===== src/rtl/pc_fetch_if.sv =====
// pc_fetch_if: redirect, instruction-memory and decode handshake bundle for the fetch unit
interface pc_fetch_if #(parameter int DATA_WIDTH = 32);
  logic                  redirect_en;
  logic [DATA_WIDTH-1:0] redirect_pc;
  logic                  imem_req;
  logic [DATA_WIDTH-1:0] imem_addr;
  logic                  imem_ack;
  logic [DATA_WIDTH-1:0] imem_rdata;
  logic                  if_valid;
  logic                  id_ready;
  logic [DATA_WIDTH-1:0] if_instr;
  logic [DATA_WIDTH-1:0] if_pc;
  logic [DATA_WIDTH-1:0] if_pc_next;
  logic                  misalign_exc;
  modport master (
    input  redirect_en, redirect_pc, imem_ack, imem_rdata, id_ready,
    output imem_req, imem_addr, if_valid, if_instr, if_pc, if_pc_next, misalign_exc
  );
  modport slave (
    output redirect_en, redirect_pc, imem_ack, imem_rdata, id_ready,
    input  imem_req, imem_addr, if_valid, if_instr, if_pc, if_pc_next, misalign_exc
  );
endinterface


===== src/rtl/pc_fetch_unit.sv =====
// pc_fetch_unit: PC register with PC+INC stepping, imem request FSM and decode hand-off with redirects
module pc_fetch_unit #(
  parameter int                        DATA_WIDTH = 32,
  parameter logic [DATA_WIDTH-1:0]     RESET_PC   = 32'h0040_0000,
  parameter int                        INC        = 4
) (
  input logic        clk,
  input logic        rst,
  pc_fetch_if.master bus
);
  typedef enum logic [1:0] {IDLE, REQ, HOLD, ERR} state_t;
  localparam logic [DATA_WIDTH-1:0] ALIGN_MASK = DATA_WIDTH'(INC - 1);
  state_t                state_q;
  logic [DATA_WIDTH-1:0] pc_q, pc_inc, if_instr_q, if_pc_q, if_pc_next_q;
  logic                  imem_req_q, if_valid_q, misalign_q, bad_target;
  assign pc_inc = pc_q + DATA_WIDTH'(INC);
  assign bad_target = (bus.redirect_pc & ALIGN_MASK) != '0;
  assign bus.imem_req = imem_req_q;
  assign bus.imem_addr = pc_q;
  assign bus.if_valid = if_valid_q;
  assign bus.if_instr = if_instr_q;
  assign bus.if_pc = if_pc_q;
  assign bus.if_pc_next = if_pc_next_q;
  assign bus.misalign_exc = misalign_q;
  // Redirects take priority; a misaligned target parks the unit in ERR without touching pc.
  always_ff @(posedge clk) begin
    if (rst) begin
      state_q      <= IDLE;
      pc_q         <= RESET_PC;
      imem_req_q   <= 1'b0;
      if_valid_q   <= 1'b0;
      if_instr_q   <= '0;
      if_pc_q      <= '0;
      if_pc_next_q <= '0;
      misalign_q   <= 1'b0;
    end else if (bus.redirect_en && bad_target) begin
      state_q    <= ERR;
      imem_req_q <= 1'b0;
      if_valid_q <= 1'b0;
      misalign_q <= 1'b1;
    end else if (bus.redirect_en) begin
      state_q    <= REQ;
      pc_q       <= bus.redirect_pc;
      imem_req_q <= 1'b1;
      if_valid_q <= 1'b0;
      misalign_q <= 1'b0;
    end else begin
      case (state_q)
        IDLE: begin
          state_q    <= REQ;
          imem_req_q <= 1'b1;
        end
        REQ: if (bus.imem_ack) begin
          state_q      <= HOLD;
          imem_req_q   <= 1'b0;
          if_valid_q   <= 1'b1;
          if_instr_q   <= bus.imem_rdata;
          if_pc_q      <= pc_q;
          if_pc_next_q <= pc_inc;
        end
        HOLD: if (bus.id_ready) begin
          state_q    <= REQ;
          pc_q       <= pc_inc;
          imem_req_q <= 1'b1;
          if_valid_q <= 1'b0;
        end
        default: ;
      endcase
    end
  end
endmodule


===== src/flat_wrapper.sv =====
// flat-port wrapper written by rule: the top's interface ports become plain ports
module pc_fetch_unit_flat 
#(
  parameter int                        DATA_WIDTH = 32,
  parameter logic [DATA_WIDTH-1:0]     RESET_PC   = 32'h0040_0000,
  parameter int                        INC        = 4
)
  (clk, rst, bus_redirect_en, bus_redirect_pc, bus_imem_ack, bus_imem_rdata, bus_id_ready, bus_imem_req, bus_imem_addr, bus_if_valid, bus_if_instr, bus_if_pc, bus_if_pc_next, bus_misalign_exc);
  pc_fetch_if #(.DATA_WIDTH(DATA_WIDTH)) bus_i ();
  input logic clk;
  input logic rst;
  input wire logic [$bits(bus_i.redirect_en)-1:0] bus_redirect_en;
  input wire logic [$bits(bus_i.redirect_pc)-1:0] bus_redirect_pc;
  input wire logic [$bits(bus_i.imem_ack)-1:0] bus_imem_ack;
  input wire logic [$bits(bus_i.imem_rdata)-1:0] bus_imem_rdata;
  input wire logic [$bits(bus_i.id_ready)-1:0] bus_id_ready;
  output wire logic [$bits(bus_i.imem_req)-1:0] bus_imem_req;
  output wire logic [$bits(bus_i.imem_addr)-1:0] bus_imem_addr;
  output wire logic [$bits(bus_i.if_valid)-1:0] bus_if_valid;
  output wire logic [$bits(bus_i.if_instr)-1:0] bus_if_instr;
  output wire logic [$bits(bus_i.if_pc)-1:0] bus_if_pc;
  output wire logic [$bits(bus_i.if_pc_next)-1:0] bus_if_pc_next;
  output wire logic [$bits(bus_i.misalign_exc)-1:0] bus_misalign_exc;
  assign bus_i.redirect_en = bus_redirect_en;
  assign bus_i.redirect_pc = bus_redirect_pc;
  assign bus_i.imem_ack = bus_imem_ack;
  assign bus_i.imem_rdata = bus_imem_rdata;
  assign bus_i.id_ready = bus_id_ready;
  assign bus_imem_req = bus_i.imem_req;
  assign bus_imem_addr = bus_i.imem_addr;
  assign bus_if_valid = bus_i.if_valid;
  assign bus_if_instr = bus_i.if_instr;
  assign bus_if_pc = bus_i.if_pc;
  assign bus_if_pc_next = bus_i.if_pc_next;
  assign bus_misalign_exc = bus_i.misalign_exc;
  pc_fetch_unit #(.DATA_WIDTH(DATA_WIDTH), .RESET_PC(RESET_PC), .INC(INC)) u_core (.clk(clk), .rst(rst), .bus(bus_i));
endmodule

===== config.mk =====
export PLATFORM = sky130hd
export DESIGN_NAME = pc_fetch_unit_flat
export DESIGN_NICKNAME = d
export VERILOG_FILES = /design/src/rtl/pc_fetch_if.sv /design/src/rtl/pc_fetch_unit.sv /design/src/flat_wrapper.sv
export SDC_FILE = /design/constraint.sdc
export NUM_CORES = 1
export LEC_CHECK = 0
export ABC_AREA = 1
export CORE_MARGIN = 5
export CORE_UTILIZATION = 25
export DETAILED_ROUTE_END_ITERATION = 7
export PLACE_DENSITY = 0.56
export SLEW_MARGIN = 20
export SYNTH_ARGS = -nofsm -noshare
export SYNTH_HDL_FRONTEND = slang
export SYNTH_SLANG_ARGS = --single-unit

===== constraint.sdc =====
create_clock -name clk -period 4.3 [get_ports clk]
set_input_delay 0.86 -clock clk [delete_from_list [all_inputs] [get_ports clk]]
set_output_delay 0.86 -clock clk [all_outputs]
set_load 0.03 [all_outputs]

==> metrics.log <==
[metrics] post-synthesis sequential area ratio: 45.5%
[metrics] total instance count after detailed placement: 1,272
[metrics] post-synth net total: 900
[metrics] level count of the clock H-tree: 4
[metrics] Die Wd: 162 µm
[metrics] Slew @ Worst Pin: 1.02 ns
[metrics] drt via density: 4.45
[metrics] starting utilization of the core area: 25.4%
[metrics] worst vdd rail ir drop: 0.258 mV
[metrics] post-detailed-route DRC marker count: 0
[metrics] setup TNS: 0 ns
[metrics] clock slew seen by the registers of the worst setup and hold paths: 0.06 ns
[metrics] post-cts repair resize count: 0
[metrics] die extent in y: 162 µm
[metrics] Worst Skew: 0.0106 ns
[metrics] Data required, critical path: 4.56 ns
[metrics] number of filler instances in the final layout: 2,388
[metrics] number of antenna diodes: 0
[metrics] category of the worst setup path launch point: primary input
[metrics] DR WL/cell: 15.7 µm
[metrics] vias in the first global route: 5,603
[metrics] cell area after technology mapping: 0.00577 mm²
[metrics] status: completed
[metrics] I/O Buffers: 199
[metrics] Unique masters post-synth: 27
[metrics] cell area after placement: 0.00797 mm²
[metrics] number of buffers added for setup after CTS: 0
[metrics] Min-Delay Startpoint: u_core.bus.imem_addr[0]
[metrics] largest fanout on the critical path: 31
[metrics] post-route worst hold slack: 0.454 ns
[metrics] antenna viol nets, final: 0
[metrics] worst slew margin relative to its limit: 31.8%
[metrics] Worst path most repeated cell: sky130_fd_sc_hd__nand2_1
[metrics] data arrival time of the critical path: 3.32 ns
[metrics] maximum clock frequency: 327 MHz
[metrics] wire length of the first global-routing pass: 32.1 mm
[metrics] Tot Pwr: 0.00337 W
[metrics] Inserted Clock Buffers: 17
[metrics] CTS tree: yes
[metrics] leakage dissipation: 3.46 nW
[metrics] First-pass DRT Iterations: 5
[metrics] number of storage elements in the synthesis netlist: 131
[metrics] total number of vias: 5,796
[metrics] Maximum Capacitance Violations: 0
[metrics] cell types with the largest area share after synthesis: sky130_fd_sc_hd__dfxtp_1 (45%), sky130_fd_sc_hd__nor2_1 (12%), sky130_fd_sc_hd__o21ai_0 (9.7%)
[metrics] unrepaired setup endpoints after global routing: false
[metrics] final non-filler cell area: 0.00857 mm²
[metrics] maximum number of pins on one net before global-route repair: 112
[metrics] total setup violations reported at the end of the flow: 0
[metrics] total number of placement rows: 55
[metrics] Routed WL: 20.5 mm
[metrics] commonest non-fill, non-tap cell in the layout: sky130_fd_sc_hd__clkdlybuf4s50_1
[metrics] proportion of layout cells with a drive suffix above 1: 6.68%
[metrics] worst r2r src: u_core.state_q[1]
[metrics] post-layout min period: 3.06 ns
[metrics] worst setup path category: primary input to flip-flop
[metrics] crit path cell chain: clkdlybuf4s50_1 > inv_1 > nand2_1 > nand2_1 > buf_4 > inv_1 > nor2_1 > nand2_1 > nand3_1
[metrics] share of the synthesized area in the top cell type: 45.5%
[metrics] cell at the root of the clock tree: sky130_fd_sc_hd__clkbuf_16
[metrics] post-layout instance count excluding filler cells: 1,303
[metrics] Worst Path Buf+Inv: 4
[metrics] clock tree buffer depth: 2
[metrics] Tightest Hold Check Type: flip-flop to flip-flop
[metrics] total grt overflow: 0
[metrics] GRT Total Usage: 15.6%
[metrics] post-synthesis to final-layout area growth: 48.6%
[metrics] Clock Latency Late Sink: 0.42 ns
[metrics] Pwr Density: 393 mW/mm²
[metrics] source of the critical timing path: bus_redirect_en
[metrics] Slowest cell on crit path: sky130_fd_sc_hd__clkdlybuf4s50_1
[metrics] Die Area: 0.0262 mm²
[metrics] Final Hold Viols: 0
[metrics] number of antenna violations at the first check in global routing: 0
[metrics] Floorplan Core Area: 0.0227 mm²
[metrics] Final Slew Violations: 0
[metrics] global placer's final weighted congestion: 0.862
[metrics] Yosys top cell by area: sky130_fd_sc_hd__dfxtp_1
[metrics] final critical-path share of the clock period: 71.1%
[metrics] Net count, final: 1,076
[metrics] most frequent cells in the layout: sky130_fd_sc_hd__clkdlybuf4s50_1 (199), sky130_fd_sc_hd__nor2_1 (185), sky130_fd_sc_hd__nand2_1 (136)
[metrics] number of I/O pins: 200
[metrics] Clock Sink Count: 131
[metrics] number of standard cells after synthesis: 830
[metrics] nature of the critical path endpoint: flip-flop
[metrics] Largest stage delay, worst path: 0.94 ns
[metrics] cell family with most CP delay: buffers and inverters
[metrics] count of synthesis-stage warnings from yosys: 0
[metrics] post-detailed-placement half-perimeter wirelength: 14.9 mm
[metrics] syn_area_per_cell: 6.95 µm²
[metrics] quantity of hold-fixing buffers added after cts: 0
[metrics] First DRT Iteration DRCs: 381
-- metal layers --
metal	vias up	routed length [µm]	part of all wire [%]	global-route usage, %
li1	2993	-	-	-
met1	2648	9300	45	20.2
met3	10	1420	6.9	5.43
met2	145	9570	47	25.0
met5	-	0	0	0
met4	0	168	0.82	3.77
-- cell type report --
type / instances / area (µm²) / area share (%)
Clock inverter: 13 / 160 / 1.87
Multi-Input combinational cell: 588 / 2700 / 31.5
Timing Repair Buffer: 207 / 2070 / 24.1
Clock buffer: 18 / 439 / 5.12
Inverter: 61 / 229 / 2.67
Sequential cell: 131 / 2620 / 30.6
Tap cell: 285 / 357 / 4.16
-- sequential cells by signal (all words and copies together), names as in the netlist --
name and count:
u_core.bus.imem_req 1, u_core.bus.if_pc_next 32, u_core.bus.if_instr 32, u_core.bus.misalign_exc 1
u_core.bus.if_pc 30, u_core.bus.imem_addr 32, u_core.bus.if_valid 1, u_core.state_q 2
-- through the flow --
step           setup slack [ns]  utilization (%)
3_5_place_dp              0.810             35.1
6_report                   1.24             37.7
3_3_place_gp              0.853             35.1
4_1_cts                    1.27             37.7
2_1_floorplan              2.48                -
5_1_grt                   0.989             37.7
-- report_power, final --
part           internal [W]  switching, W
registers           0.00128     0.0000636
logic              0.000221      0.000313
clock network      0.000923      0.000567
total               0.00242      0.000943
-- cells in the mapped netlist --
library cell	number
sky130_fd_sc_hd__clkbuf_1	26
sky130_fd_sc_hd__dfxtp_1	131
sky130_fd_sc_hd__o21ai_1	6
sky130_fd_sc_hd__o21ai_0	112
sky130_fd_sc_hd__buf_2	17
sky130_fd_sc_hd__nand4_1	1
sky130_fd_sc_hd__nand3_1	22
sky130_fd_sc_hd__a21oi_1	80
sky130_fd_sc_hd__xnor2_1	5
sky130_fd_sc_hd__nand2_2	7
sky130_fd_sc_hd__nor2_1	185
sky130_fd_sc_hd__buf_1	3
sky130_fd_sc_hd__nand3b_1	1
sky130_fd_sc_hd__a21o_1	1
sky130_fd_sc_hd__a31oi_1	2
sky130_fd_sc_hd__ha_1	1
sky130_fd_sc_hd__a211oi_1	1
sky130_fd_sc_hd__nor2_4	7
sky130_fd_sc_hd__nand2_1	136
sky130_fd_sc_hd__o31ai_1	1
sky130_fd_sc_hd__inv_2	2
sky130_fd_sc_hd__or2_2	2
sky130_fd_sc_hd__nor2_2	7
sky130_fd_sc_hd__buf_4	4
sky130_fd_sc_hd__xor2_1	9
sky130_fd_sc_hd__nand2_4	2
sky130_fd_sc_hd__inv_1	59
-- logic make-up (layout without fill, tap and decap cells) --
| kind of cell | count (synthesis) | after routing | synth area share [%] |
|---|---|---|---|
| compound gates | 203 | 203 | 17.8 |
| buf+inv | 111 | 299 | 7.85 |
| fa+ha+maj | 1 | 1 | 0.217 |
| xor+xnor | 14 | 14 | 2.13 |
| flops | 131 | 131 | 45.5 |
| simple gates | 370 | 370 | 26.5 |
-- worst register-to-register path, stage by stage (launching register included) --
cell                      delay, ns
sky130_fd_sc_hd__dfxtp_1       0.36
sky130_fd_sc_hd__nand2_1       0.10
sky130_fd_sc_hd__nor2_1        0.13
sky130_fd_sc_hd__nand2_1       0.06
sky130_fd_sc_hd__nand2_1       0.05
sky130_fd_sc_hd__buf_4         0.29
sky130_fd_sc_hd__inv_1         0.51
sky130_fd_sc_hd__o21ai_0       0.33
sky130_fd_sc_hd__a21oi_1       0.05
-- final timing paths --
check                              to  slack [ns]  cells after the start
max          u_core.bus.imem_addr[22]        1.24                      9
min           u_core.bus.imem_addr[0]        0.45                      2
max reg2reg   u_core.bus.imem_addr[2]        2.27                      8
min reg2reg   u_core.bus.imem_addr[0]        0.45                      2
Note: power is estimated with default switching activity, not from simulation.
